===== src/rtl/seg_timer_pkg.sv =====
// Shared definitions for the seven-segment timer: mode encodings, the segment
// decode table and per-digit BCD arithmetic helpers.
package seg_timer_pkg;

  localparam logic MODE_UP   = 1'b0;
  localparam logic MODE_DOWN = 1'b1;

  // Segment pattern {g,f,e,d,c,b,a} for one BCD digit; non-BCD codes are blank.
  function automatic logic [6:0] seg_decode(input logic [3:0] d);
    case (d)
      4'd0:    seg_decode = 7'h3F;
      4'd1:    seg_decode = 7'h06;
      4'd2:    seg_decode = 7'h5B;
      4'd3:    seg_decode = 7'h4F;
      4'd4:    seg_decode = 7'h66;
      4'd5:    seg_decode = 7'h6D;
      4'd6:    seg_decode = 7'h7D;
      4'd7:    seg_decode = 7'h07;
      4'd8:    seg_decode = 7'h7F;
      4'd9:    seg_decode = 7'h6F;
      default: seg_decode = 7'h00;
    endcase
  endfunction

  // Returns {carry_out, digit}.
  function automatic logic [4:0] bcd_digit_inc(input logic [3:0] d, input logic cin);
    if (!cin)          bcd_digit_inc = {1'b0, d};
    else if (d >= 4'd9) bcd_digit_inc = {1'b1, 4'd0};
    else               bcd_digit_inc = {1'b0, d + 4'd1};
  endfunction

  // Returns {borrow_out, digit}.
  function automatic logic [4:0] bcd_digit_dec(input logic [3:0] d, input logic bin);
    if (!bin)           bcd_digit_dec = {1'b0, d};
    else if (d == 4'd0) bcd_digit_dec = {1'b1, 4'd9};
    else                bcd_digit_dec = {1'b0, d - 4'd1};
  endfunction

  function automatic logic [3:0] bcd_sat(input logic [3:0] d);
    bcd_sat = (d > 4'd9) ? 4'd9 : d;
  endfunction

endpackage


===== src/rtl/seg_timer_scan.sv =====
// Multiplexed seven-segment scanner: walks the digit index at the scan rate and
// registers the decoded segments and one-hot digit enable.
module seg_timer_scan
  import seg_timer_pkg::*;
#(
  parameter int unsigned DIGITS   = 4,
  parameter int unsigned SCAN_DIV = 1000
) (
  input  logic                  i_clk,
  input  logic                  i_rst,
  input  logic [4*DIGITS-1:0]   i_count,
  input  logic                  i_running,
  output logic [7:0]            o_seg,
  output logic [DIGITS-1:0]     o_digit_en
);

  localparam int unsigned SW = (SCAN_DIV > 1) ? $clog2(SCAN_DIV) : 1;
  localparam int unsigned IW = (DIGITS > 1) ? $clog2(DIGITS) : 1;

  logic [SW-1:0]     r_scan;
  logic [IW-1:0]     r_idx;
  logic [7:0]        r_seg;
  logic [DIGITS-1:0] r_en;

  logic [3:0]        w_nib;
  logic [DIGITS-1:0] w_en;
  logic              w_scan_wrap;

  assign w_scan_wrap = (r_scan == SW'(SCAN_DIV - 1));

  always_comb begin
    w_nib = '0;
    w_en  = '0;
    for (int unsigned i = 0; i < DIGITS; i++) begin
      if (r_idx == IW'(i)) begin
        w_nib   = i_count[4*i +: 4];
        w_en[i] = 1'b1;
      end
    end
  end

  always_ff @(posedge i_clk) begin
    if (i_rst) begin
      r_scan <= '0;
      r_idx  <= '0;
      r_seg  <= '0;
      r_en   <= '0;
    end else begin
      if (w_scan_wrap) begin
        r_scan <= '0;
        r_idx  <= (r_idx == IW'(DIGITS - 1)) ? '0 : r_idx + IW'(1);
      end else begin
        r_scan <= r_scan + SW'(1);
      end
      r_seg <= {i_running && (r_idx == '0), seg_decode(w_nib)};
      r_en  <= w_en;
    end
  end

  assign o_seg      = r_seg;
  assign o_digit_en = r_en;

endmodule


===== src/rtl/seg_timer_mux.sv =====
// BCD stopwatch/countdown timer: button synchronizers and edge detect, tick
// prescaler, BCD counter with wrap/done interrupts, and the display scanner.
module seg_timer_mux
  import seg_timer_pkg::*;
#(
  parameter int unsigned DIGITS   = 4,
  parameter int unsigned TICK_DIV = 10_000_000,
  parameter int unsigned SCAN_DIV = 1000
) (
  input  logic                  wb_clk_i,
  input  logic                  wb_rst_i,
  input  logic                  start_stop_i,
  input  logic                  clear_i,
  input  logic                  load_i,
  input  logic                  mode_i,
  input  logic [4*DIGITS-1:0]   preset_i,
  output logic [7:0]            seg_o,
  output logic [DIGITS-1:0]     digit_en_o,
  output logic                  running_o,
  output logic                  done_irq_o,
  output logic                  wrap_irq_o
);

  localparam int unsigned CW = 4 * DIGITS;
  localparam int unsigned PW = $clog2(TICK_DIV);

  // Two synchronizer stages plus the edge-detect history flop per button.
  logic [2:0]    r_ss_sync;
  logic [2:0]    r_clr_sync;
  logic [2:0]    r_ld_sync;
  logic [1:0]    r_mode_sync;

  logic [CW-1:0] r_count;
  logic          r_running;
  logic [PW-1:0] r_presc;
  logic          r_done_irq;
  logic          r_wrap_irq;

  logic          w_ss_edge;
  logic          w_clr_edge;
  logic          w_ld_edge;
  logic          w_mode;
  logic          w_tick;
  logic [CW-1:0] w_inc;
  logic [CW-1:0] w_dec;
  logic [CW-1:0] w_load;
  logic          w_wrap;

  assign w_ss_edge  = r_ss_sync[1]  & ~r_ss_sync[2];
  assign w_clr_edge = r_clr_sync[1] & ~r_clr_sync[2];
  assign w_ld_edge  = r_ld_sync[1]  & ~r_ld_sync[2];
  assign w_mode     = r_mode_sync[1];
  assign w_tick     = r_running && (r_presc == PW'(TICK_DIV - 1));

  always_comb begin : bcd_next
    logic       c;
    logic       b;
    logic [4:0] inc_d;
    logic [4:0] dec_d;
    c      = 1'b1;
    b      = 1'b1;
    inc_d  = '0;
    dec_d  = '0;
    w_inc  = '0;
    w_dec  = '0;
    w_load = '0;
    for (int unsigned i = 0; i < DIGITS; i++) begin
      inc_d             = bcd_digit_inc(r_count[4*i +: 4], c);
      w_inc[4*i +: 4]   = inc_d[3:0];
      c                 = inc_d[4];
      dec_d             = bcd_digit_dec(r_count[4*i +: 4], b);
      w_dec[4*i +: 4]   = dec_d[3:0];
      b                 = dec_d[4];
      w_load[4*i +: 4]  = bcd_sat(preset_i[4*i +: 4]);
    end
    w_wrap = c;
  end

  always_ff @(posedge wb_clk_i) begin
    if (wb_rst_i) begin
      r_ss_sync   <= '0;
      r_clr_sync  <= '0;
      r_ld_sync   <= '0;
      r_mode_sync <= '0;
      r_count     <= '0;
      r_running   <= 1'b0;
      r_presc     <= '0;
      r_done_irq  <= 1'b0;
      r_wrap_irq  <= 1'b0;
    end else begin
      r_ss_sync   <= {r_ss_sync[1:0], start_stop_i};
      r_clr_sync  <= {r_clr_sync[1:0], clear_i};
      r_ld_sync   <= {r_ld_sync[1:0], load_i};
      r_mode_sync <= {r_mode_sync[0], mode_i};
      r_done_irq  <= 1'b0;
      r_wrap_irq  <= 1'b0;

      if (w_clr_edge) begin
        r_count   <= '0;
        r_running <= 1'b0;
        r_presc   <= '0;
      end else if (w_ld_edge) begin
        r_count <= w_load;
        r_presc <= '0;
      end else if (w_ss_edge) begin
        // A start in down mode at zero would immediately underflow; refuse it.
        if (r_running)
          r_running <= 1'b0;
        else if (!(w_mode == MODE_DOWN && r_count == '0))
          r_running <= 1'b1;
      end else if (w_tick) begin
        r_presc <= '0;
        if (w_mode == MODE_UP) begin
          r_count    <= w_inc;
          r_wrap_irq <= w_wrap;
        end else begin
          r_count <= w_dec;
          if (w_dec == '0) begin
            r_running  <= 1'b0;
            r_done_irq <= 1'b1;
          end
        end
      end else if (r_running) begin
        r_presc <= r_presc + PW'(1);
      end
    end
  end

  seg_timer_scan #(
    .DIGITS   (DIGITS),
    .SCAN_DIV (SCAN_DIV)
  ) u_scan (
    .i_clk      (wb_clk_i),
    .i_rst      (wb_rst_i),
    .i_count    (r_count),
    .i_running  (r_running),
    .o_seg      (seg_o),
    .o_digit_en (digit_en_o)
  );

  assign running_o  = r_running;
  assign done_irq_o = r_done_irq;
  assign wrap_irq_o = r_wrap_irq;

endmodule

===== config.mk =====
export PLATFORM = sky130hd
export DESIGN_NAME = seg_timer_mux
export DESIGN_NICKNAME = d
export VERILOG_FILES = /design/src/rtl/seg_timer_pkg.sv /design/src/rtl/seg_timer_scan.sv /design/src/rtl/seg_timer_mux.sv
export SDC_FILE = /design/constraint.sdc
export NUM_CORES = 1
export LEC_CHECK = 0
export BUFFER_PORTS_ARGS = -buffer_cell sky130_fd_sc_hd__buf_2
export CAP_MARGIN = 20
export CORE_MARGIN = 8
export CORE_UTILIZATION = 60
export DETAILED_ROUTE_END_ITERATION = 10
export GPL_TIMING_DRIVEN = 0
export PLACE_DENSITY = 0.8
export REMOVE_ABC_BUFFERS = 1
export SYNTH_ARGS = -nofsm -noshare
export SYNTH_HDL_FRONTEND = slang
export SYNTH_SLANG_ARGS = --single-unit

===== constraint.sdc =====
create_clock -name wb_clk_i -period 2.9 [get_ports wb_clk_i]
set_clock_uncertainty 0.1 [all_clocks]
set_input_delay 0.87 -clock wb_clk_i [delete_from_list [all_inputs] [get_ports wb_clk_i]]
set_output_delay 0.87 -clock wb_clk_i [all_outputs]
set_load 0.01 [all_outputs]

==> Word level (Yosys, flattened, before mapping) <==
Memories as Yosys holds them, arrays and structs flattened. A register that Yosys moved wholly into a read port is not among the register bits.
Index checks and enable logic that the tools add are counted.
{ "totals": {"romBits": 112, "inputBits": 22, "reg_bits": 78, "n_memories": 1} }
{ "mem_list": {"columns": ["name", "words", "width", "read_ports", "rd_ports_with_merged_regs", "write_ports", "line", "source"], "rows": [
  ["(name not given)", 16, 7, 1, 1, 0, "seg_timer_pkg.sv:10", "case (d)"]
]} }
{ "classes": {"n_reduce_logical": 29, "n_lt_le_gt_ge": 8, "n_mux": 40, "n_eq_ne": 6, "n_bitwise": 11, "addsub": 11} }
{ "op_table": {"columns": ["cell", "n"], "rows": [
  ["16-bit 2-to-1 mux", 4],
  ["5-bit 2-to-1 mux", 11],
  ["24-bit 2-to-1 mux", 2],
  ["4-bit 2-to-1 mux", 11],
  ["16-bit logical NOT", 2],
  ["24-bit by 1-bit adder with 24-bit output, second input constant", 1],
  ["24-bit equality test, second input constant", 1],
  ["4-bit by 1-bit adder with 4-bit output, second input constant", 4],
  ["4-bit >= comparator, second input constant", 4],
  ["4-bit > comparator, second input constant", 4],
  ["4-bit logical NOT", 4],
  ["4-bit by 1-bit subtractor with 4-bit output, second input constant", 4],
  ["1-bit 2-to-1 mux", 11],
  ["10-bit by 1-bit adder with 10-bit output, second input constant", 1],
  ["10-bit equality test, second input constant", 1],
  ["2-bit nonzero test", 5],
  ["3-bit AND reduction", 3],
  ["3-bit nonzero test", 3],
  ["1-bit NOT", 8],
  ["7-bit OR reduction", 1],
  ["6-bit OR reduction", 1],
  ["2-bit equality test, second input constant", 2],
  ["2-bit AND reduction", 2],
  ["4-bit AND reduction", 1],
  ["9 further kinds", 14]
]} }

==> Depth between registers and ports, before layout <==
Gate-level depths: netlist of the first run.
{ "logic_depth": {"depth_word": 10, "mapped_depth": 11} }

==> By module <==
A second synthesis of the first run with hierarchy kept.
{ "unflattened": {"hier_cells": 548, "area_unflattened_um2": 4536.9} }
{ "modules_own_cells": {"columns": ["module", "area_per_inst_um2", "cells_per_inst", "seq_area_each_um2", "instances"], "rows": [
  ["seg_timer_mux", 3339.5, 420, 1081.0, 1],
  ["seg_timer_scan", 1197.4, 128, 480.5, 1]
]} }

==> Worst setup path before layout of the first run <==
No wires, ideal clock.
{ "synth_path": {"path_kind": "register to register", "from": "reg r_count[0]", "to": "reg r_done_irq, in the netlist done_irq_o", "period_less_slack_ns": 2.418, "setup_time_ns": 0.060, "t_required_ns": 2.740, "arrival_time_ns": 2.258, "path_stages_with_launch": 10, "setup_slack_ns": 0.482, "cell_sequence": "dfxtp_1 -> inv_1 -> ha_1 -> or3b_1 -> buf_2 -> o41ai_2 -> o31ai_1 -> or3_1 -> nor4_2 -> and3_1"} }
{ "synth_via": {"elab_chain_len": 7} }
{ "synth_rtl": {"columns": ["element", "line", "source"], "rows": [
  ["start, declared", "seg_timer_mux.sv:33", "logic [CW-1:0] r_count;"],
  ["start signal, assigned", "seg_timer_mux.sv:103", "r_count <= w_load;"],
  ["start signal, assigned", "seg_timer_mux.sv:114", "r_count <= w_inc;"],
  ["start signal, assigned", "seg_timer_mux.sv:117", "r_count <= w_dec;"],
  ["4-bit logical NOT", "seg_timer_pkg.sv:35", "else if (d == 4'd0) bcd_digit_dec = {1'b1, 4'd9};"],
  ["5-bit 2-to-1 mux *", "seg_timer_pkg.sv:35", null],
  ["5-bit 2-to-1 mux (2 in a row)", "seg_timer_pkg.sv:34", "if (!bin) bcd_digit_dec = {1'b0, d};"],
  ["4-bit 2-to-1 mux", "seg_timer_pkg.sv:34", null],
  ["16-bit logical NOT *", "seg_timer_mux.sv:118", "if (w_dec == '0) begin"],
  ["1-bit 2-to-1 mux *", "seg_timer_mux.sv:118", null],
  ["end signal, assigned", "seg_timer_mux.sv:88", "r_done_irq <= 1'b0;"],
  ["end signal, assigned", "seg_timer_mux.sv:95", "r_done_irq <= 1'b0;"],
  ["end signal, assigned", "seg_timer_mux.sv:120", "r_done_irq <= 1'b1;"],
  ["end, declared", "seg_timer_mux.sv:36", "logic r_done_irq;"]
]} }
Every way passes the cells marked *; elsewhere a longest branch is shown, timed or not.
A chain may end at the register's enable or synchronous reset.

==> Worst setup path after layout of the first run <==
Ends and elaborated chain as after synthesis.

==> results of run 1 <==
[sequential cells by signal (all words and copies together), names as in the netlist, 2 cells and up]
name,count
u_scan.o_digit_en,4
r_clr_sync,3
u_scan.r_idx,2
r_ld_sync,3
r_ss_sync,3
r_count,16
u_scan.r_scan,10
u_scan.o_seg,8
r_mode_sync,2
r_presc,24
[worst max-delay path by stage]
stage	start	end	slack, ps	cells after the start
after global placement	wb_rst_i	r_presc[18]	-270	4
after floorplan	r_count[0]	done_irq_o	470	8
after global routing	r_count[0]	done_irq_o	50	8
after detailed placement	wb_rst_i	r_presc[18]	-280	4
final	r_count[0]	done_irq_o	210	8
after CTS	wb_rst_i	r_presc[18]	60	4
[routing by layer]
layer,vias to the layer above,track usage (%)
met3,15,5.93
li1,1988,-
met5,-,0
met1,1904,27.5
met2,140,33.9
met4,0,6.55
[power groups by stage]
stage	logic (mW)	clock network [mW]	registers [mW]
final	0.261	0.936	1.13
after CTS	0.253	0.955	1.13
after global routing	0.291	1.00	1.13
after global placement	0.243	0	1.15
after detailed placement	0.250	0	1.15
after floorplan	0.165	0	1.15
[area by class of cell]
type | count | share of cell area, %
inverters | 25 | 1.90
repair buffers | 38 | 4.03
flip-flops and latches | 78 | 31.6
well taps | 99 | 2.51
multi-input cells | 417 | 55.3
clock inverters | 7 | 2.13
clock buffers | 9 | 2.51
[cell usage after synthesis (3+ instances only)]
cell type	number	area, sq um
buf_2	5	25.0
o21ai_0	31	155
dfxtp_1	78	1560
and2_1	4	25.0
nand3b_1	4	30.0
clkbuf_1	21	78.8
a22oi_1	5	37.5
nand2_1	39	146
nor3b_1	5	37.5
or3_1	9	56.3
nand3_1	19	95.1
nor3_1	8	40.0
nand2b_1	9	56.3
o31ai_1	8	60.1
o21a_1	5	37.5
and4_1	3	26.3
nand4_1	14	87.6
ha_1	25	313
nor2b_1	20	125
nor2_1	64	240
xor2_1	14	123
inv_1	25	93.8
o211ai_1	5	37.5
mux2i_1	6	60.1
xnor2_1	18	158
o41ai_1	4	35.0
nor4_1	5	31.3
a21oi_1	39	195
[cells by family after synthesis]
kind of cell,synth area share [%]
AO/OA/AOI/OAI,18.5
XOR/XNOR,6.26
adder cells (fa/ha/maj),6.99
buffers and inverters,4.84
flip-flops,34.9
multiplexers,1.85
AND/OR/NAND/NOR,26.7
[metrics by stage]
step	setup WS (ps)	util, %	cells
after floorplan	473	-	520
after global placement	-270	64.2	655
after detailed placement	-285	64.3	656
after CTS	64.8	67.6	672
after global routing	48.0	68.1	673
final	210	68.1	673
[what timing repair did]
item | CTS | global route
cloned | 0 | 0
hold endpoints to repair | 0 | 0
hold buffers | 0 | 0
gates resized for setup | 1 | 7
buffers inserted | 0 | 1
setup endpoints to repair | 1 | 31
==> results.sh, run 1 <==
export IMPL_tns_ps=0
export IMPL_cp_arrival_ps=2880
export IMPL_area_delta_synth_final_pct=10.4
export IMPL_cts_root_buf="clkbuf_8"
export IMPL_dp_hpwl_um=7570
export IMPL_hp_class="reg -> reg"
export IMPL_drt_wl_total_um=10500
export IMPL_slew_headroom_pct=37.6
export IMPL_syn_avg_cell_area_sq_um=8.15
export IMPL_rsz0062_at_grt="false"
export IMPL_rows=31
export IMPL_whs_ps=346
export IMPL_top_layer="met4"
export IMPL_hold_depth=1
export IMPL_cts_buffers_inserted=9
export IMPL_cpMaxStageDelayCell="or3b_4"
export IMPL_fp_coreArea_sq_um=7250
export IMPL_worst_pin_slew_ps=935
export IMPL_finalSetupViolCount=0
export IMPL_clk_pin_slew_ps=90
export IMPL_internal_power_mw=1.70
export IMPL_synth_cells=549
export IMPL_die_area_sq_um=10500
export IMPL_drcViolationCount=0
export IMPL_r2r_start="r_count[0]"
export IMPL_pwr_share_seq_pct=48.5
export IMPL_yosysUniqueCellTypes=67
export IMPL_final_common_cell="dfxtp_1"
export IMPL_grtUsageTotal_pct=21.4
export IMPL_finalMaxSlewViolations=0
export IMPL_final_cell_mix="78 x dfxtp_1, 64 x nor2_1, 39 x nand2_1, 38 x a21oi_1, 36 x buf_2"
export IMPL_wl_met2_um=4870
export IMPL_cts_buffer_depth=2
export IMPL_slowest_delay_ps=440
export IMPL_antenna_cells=0
export IMPL_r2r_slack_ps=210
export IMPL_path_cells="inv_1 > ha_2 > or3b_4 > o41ai_2 > o31ai_1 > or3_1 > nor4_2 > and3_1"
export IMPL_hold_start="r_mode_sync[0]"
export IMPL_avgViaCountPerCell=6.01
export IMPL_drtAntennaViolNets=0
export IMPL_outcome="complete, no violations"
export IMPL_floorplan_initialDensity_pct=61.7
export IMPL_path_class="reg -> reg"
export IMPL_multi_input_area_sq_um=2730
export IMPL_r2r_end="done_irq_o"
export IMPL_die_y_um=102
export IMPL_io_pins=37
export IMPL_cap_viol_max_count=0
export IMPL_n_fill_cell=614
export IMPL_overflow=0
export IMPL_crit_family="simple AND/OR/NAND/NOR gates"
export IMPL_switchingPower_uw=625
export IMPL_power_density_nw_per_um2=470
export IMPL_finalCritPeriodShare_pct=92.8
export IMPL_synth_edf_count=0
export IMPL_grt_pass1_wl_um=18100
export IMPL_path_max_fanout=9
export IMPL_clk_latency_ps=360
export IMPL_cts_tree="yes"
export IMPL_power_frac_comb_pct=11.3
export IMPL_met1_length_um=4730
export IMPL_drive_above_1_share_pct=13.4
export IMPL_htreeDepth=3
export IMPL_first_pass_iters=5
export IMPL_first_global_vias=3778
export IMPL_reg2reg_depth=8
export IMPL_dr_wl_met3_um=746
export IMPL_placed_cell_area_sq_um=4670
export IMPL_period_needed_ps=2690
export IMPL_grt_max_degree=30
export IMPL_sw_frac_of_total_pct=26.9
export IMPL_cp_start_kind="register"
export IMPL_ys_ff_latch=78
export IMPL_design_area_sq_um=4940
export IMPL_cp_num_buf_inv=1
export IMPL_portBuffers=36
export IMPL_die_w_um=102
export IMPL_vias=4047
export IMPL_holdPathEnd="r_mode_sync[1]"
export IMPL_critPathCaptureType="register"
export IMPL_synth_area_sq_um=4470
export IMPL_final_seq_area_sq_um=1560
export IMPL_fmax_ghz=0.372
export IMPL_drt_wirelength_per_cell_um=15.6
export IMPL_hold_viol=0
export IMPL_pwr_share_clk_pct=40.3
export IMPL_gp_congestion=0.897
export IMPL_antenna_found_initial=0
export IMPL_clock_sinks=78
export IMPL_crit_required_ps=3090
export IMPL_p_leak_nw=1.85
export IMPL_synthArstFlopShare_pct=0
export IMPL_fin_nets=616
export IMPL_drt_initial_drc_count=298
export IMPL_synth_flop_cell="dfxtp_1"
export IMPL_seq_area_frac_synth_pct=34.9
export IMPL_peakVddDrop_v=0.000478
export IMPL_ys_warn_count=0
export IMPL_power_mw=2.32
Power figures use the tool's default switching activity.
==> run 2, diff against run 1 <==
--- a/config.mk
+++ b/config.mk
@@ -5,9 +5,10 @@
 export SDC_FILE = /design/constraint.sdc
 export NUM_CORES = 1
 export LEC_CHECK = 0
+export ABC_AREA = 1
 export BUFFER_PORTS_ARGS = -buffer_cell sky130_fd_sc_hd__buf_2
 export CAP_MARGIN = 20
-export CORE_MARGIN = 8
+export CORE_MARGIN = 10
 export CORE_UTILIZATION = 60
 export DETAILED_ROUTE_END_ITERATION = 10
 export GPL_TIMING_DRIVEN = 0
==> run 2 against run 1 <==
Against the previous run:
- count of clock-buffer cells in the layout grew 2
- combinational power up 9.2%
- largest power group unchanged
- via count up 15%
- design area up 4.9%
- highest routed layer unchanged
- final cell count is 25% higher
- hold slack worse by 40 ps
- area after synthesis increased by 5.5%
- critical endpoint is now u_scan.o_seg[5]
- first-iteration DRC count rose by 24%
- sequential share of layout area shrank 1.5 points
==> results.sh, run 2 <==
export IMPL_tns_ps=0
export IMPL_finalSetupViolCount=0
export IMPL_hp_class="reg -> reg"
export IMPL_slowest_delay_ps=450
export IMPL_drcViolationCount=0
export IMPL_final_core_util_pct=67.4
export IMPL_finalCritPeriodShare_pct=88.7
export IMPL_final_cell_mix="123 x nand2_1, 101 x inv_1, 94 x nor2_1, 78 x dfxtp_1, 48 x a21oi_1"
export IMPL_pre_cts_ws_ps=46.0
export IMPL_htreeDepth=3
export IMPL_final_common_cell="nand2_1"
export IMPL_drive_above_1_share_pct=11.3
export IMPL_period_needed_ps=2570
export IMPL_yosys_area_top_type="dfxtp_1"
export IMPL_syn_avg_cell_area_sq_um=6.80
export IMPL_synth_flop_cell="dfxtp_1"
export IMPL_cts_buffers_inserted=9
export IMPL_netlist_top_cells_count="123 x nand2_1, 101 x inv_1, 94 x nor2_1, 78 x dfxtp_1, 48 x a21oi_1"
export IMPL_die_w_um=109
export IMPL_die_area_sq_um=11800
export IMPL_cp_start_kind="register"
export IMPL_dp_cells=823
export IMPL_critPathCaptureType="register"
export IMPL_reg_top3="r_presc: 24 flops, r_count: 16 flops, u_scan.r_scan: 10 flops"
export IMPL_rows=32
export IMPL_floorplan_initialDensity_pct=61.4
export IMPL_die_y_um=109
export IMPL_drt_wl_total_um=11600
export IMPL_outcome="complete, no violations"
export IMPL_clk_latency_ps=350
export IMPL_fp_coreArea_sq_um=7690
export IMPL_post_cts_buffers=0
export IMPL_first_pass_iters=6
export IMPL_ys_warn_count=0
export IMPL_clk_pin_slew_ps=80
export IMPL_grtUsageTotal_pct=20.1
export IMPL_r2r_end="u_scan.o_seg[5]"
export IMPL_fin_nets=779
export IMPL_antenna_cells=0
export IMPL_hold_viol=0
export IMPL_cts_tree="yes"
export IMPL_dp_hpwl_um=8860
export IMPL_grt_pass1_wl_um=19700
export IMPL_avgViaCountPerCell=5.55
export IMPL_drtAntennaViolNets=0
export IMPL_whs_ps=306
export IMPL_cp_arrival_ps=2740
export IMPL_ys_ff_latch=78
export IMPL_overflow=0
export IMPL_cap_viol_max_count=0
export IMPL_final_cells=839
export IMPL_path_max_fanout=6
export IMPL_portBuffers=36
export IMPL_synthArstFlopShare_pct=0
export IMPL_yosysMostFrequentCell="nand2_1"
export IMPL_hold_start="r_ld_sync[0]"
export IMPL_synth_edf_count=0
export IMPL_synth_area_sq_um=4720
export IMPL_slew_headroom_pct=50.2
export IMPL_path_cells="inv_1 > ha_1 > inv_1 > nand2_1 > o221ai_1 > a22oi_1 > inv_1 > ha_1 > inv_1 > o21ai_0 > inv_1 > o21ai_0 > a21oi_1"
export IMPL_synth_cells=694
export IMPL_grt_max_degree=23
export IMPL_io_pins=37
export IMPL_reg2reg_depth=13
export IMPL_fmax_ghz=0.389
export IMPL_drt_wirelength_per_cell_um=13.8
export IMPL_cts_hold_buf=0
export IMPL_drt_initial_drc_count=371
export IMPL_gp_congestion=0.932
export IMPL_peakVddDrop_v=0.000350
export IMPL_vias=4653
export IMPL_synth_area_leaders="dfxtp_1 33%, nand2_1 9.8%, inv_1 8.0%"
export IMPL_area_delta_synth_final_pct=9.81
export IMPL_crit_required_ps=3070
export IMPL_worst_pin_slew_ps=742
export IMPL_rsz0062_at_grt="false"
export IMPL_holdPathEnd="r_ld_sync[1]"
export IMPL_p_leak_nw=2.28
export IMPL_synth_top_area_share_pct=33.1
export IMPL_seq_area_frac_synth_pct=33.1
export IMPL_finalWorstSetupSlack_ps=327
export IMPL_cts_buffer_depth=2
export IMPL_cp_common_cell="inv_1"
export IMPL_regMostFlops="r_presc"
export IMPL_cpMaxStageDelayCell="a22oi_1"
export IMPL_largest_register_ffs=24
export IMPL_r2r_start="u_scan.r_idx[1]"
export IMPL_finalMaxSlewViolations=0
export IMPL_first_global_vias=4388
export IMPL_path_class="reg -> reg"
export IMPL_antenna_found_initial=0
export IMPL_power_density_nw_per_um2=442
export IMPL_cts_resized=0
export IMPL_hold_depth=2
export IMPL_clock_sinks=78
export IMPL_r2r_slack_ps=330
export IMPL_yosysUniqueCellTypes=45
export IMPL_cts_root_buf="clkbuf_8"
## run 2: changes by cell type after synthesis, sizes merged, moves of 6 or more
cell,previous run,this run
mux2i,6,0
nand2,39,131
o31ai,8,2
o21ai,34,51
clkbuf,21,6
nor2,64,103
a21oi,39,48
or3,10,0
nor2b,20,0
xnor2,18,3
nand2b,9,1
nor3,9,24
nand3,19,43
inv,25,104
## run 2: metal layers
layer	track usage [%]	part of all wire [%]	vias up
li1	-	-	2345
met1	25.3	45	2118
met2	32.1	45	167
met3	6.08	7.9	23
met4	6.78	1.6	0
met5	0	0	-
## run 2: per-stage QoR
stage,power (mW),area (sq um)
after floorplan,1.33,4660
after global placement,1.41,4970
after detailed placement,1.42,4970
after CTS,2.30,5180
after global routing,2.38,5180
final,2.29,5180
## run 2: worst max-delay path by stage
stage	cells after the start	slack, ps	endpoint	from
5_1_grt	13	70	u_scan.o_seg[5]	u_scan.r_idx[1]
4_1_cts	13	380	u_scan.o_seg[5]	u_scan.r_idx[1]
3_5_place_dp	8	50	r_presc[15]	wb_rst_i
6_report	13	330	u_scan.o_seg[5]	u_scan.r_idx[1]
3_3_place_gp	8	80	r_presc[16]	wb_rst_i
2_1_floorplan	12	870	u_scan.o_seg[5]	u_scan.r_idx[0]
## run 2: critical path, delay by kind of cell, from the launching register on
family	cells	cell delay, ps
and+or+nand+nor	1	190
buffers and inverters	5	540
DFF	1	330
adders and majority gates	2	420
AOI/OAI and AO/OA	5	910
## run 2: area by class of cell
cell class	instances	area, sq um
well taps	102	128
flip-flops and latches	78	1560
inverters	106	399
fillers	689	2500
repair buffers	36	180
clock inverters	5	82.6
clock buffers	11	131
multi-input cells	501	2700
## run 2: cells by family after synthesis
| group | after synthesis | share of synthesized area, % |
|---|---|---|
| adders and majority gates | 25 | 6.63 |
| buffers and inverters | 115 | 9.70 |
| and+or+nand+nor | 335 | 32.8 |
| AOI/OAI and AO/OA | 126 | 15.0 |
| DFF | 78 | 33.1 |
| xor gates and xnor gates | 15 | 2.78 |
## run 2: where the power goes
part | leakage (nW) | total [mW] | switching (mW) | internal (mW)
logic | 1.54 | 0.285 | 0.191 | 0.0941
clock network | 0.108 | 0.891 | 0.402 | 0.489
registers | 0.634 | 1.11 | 0.0182 | 1.09
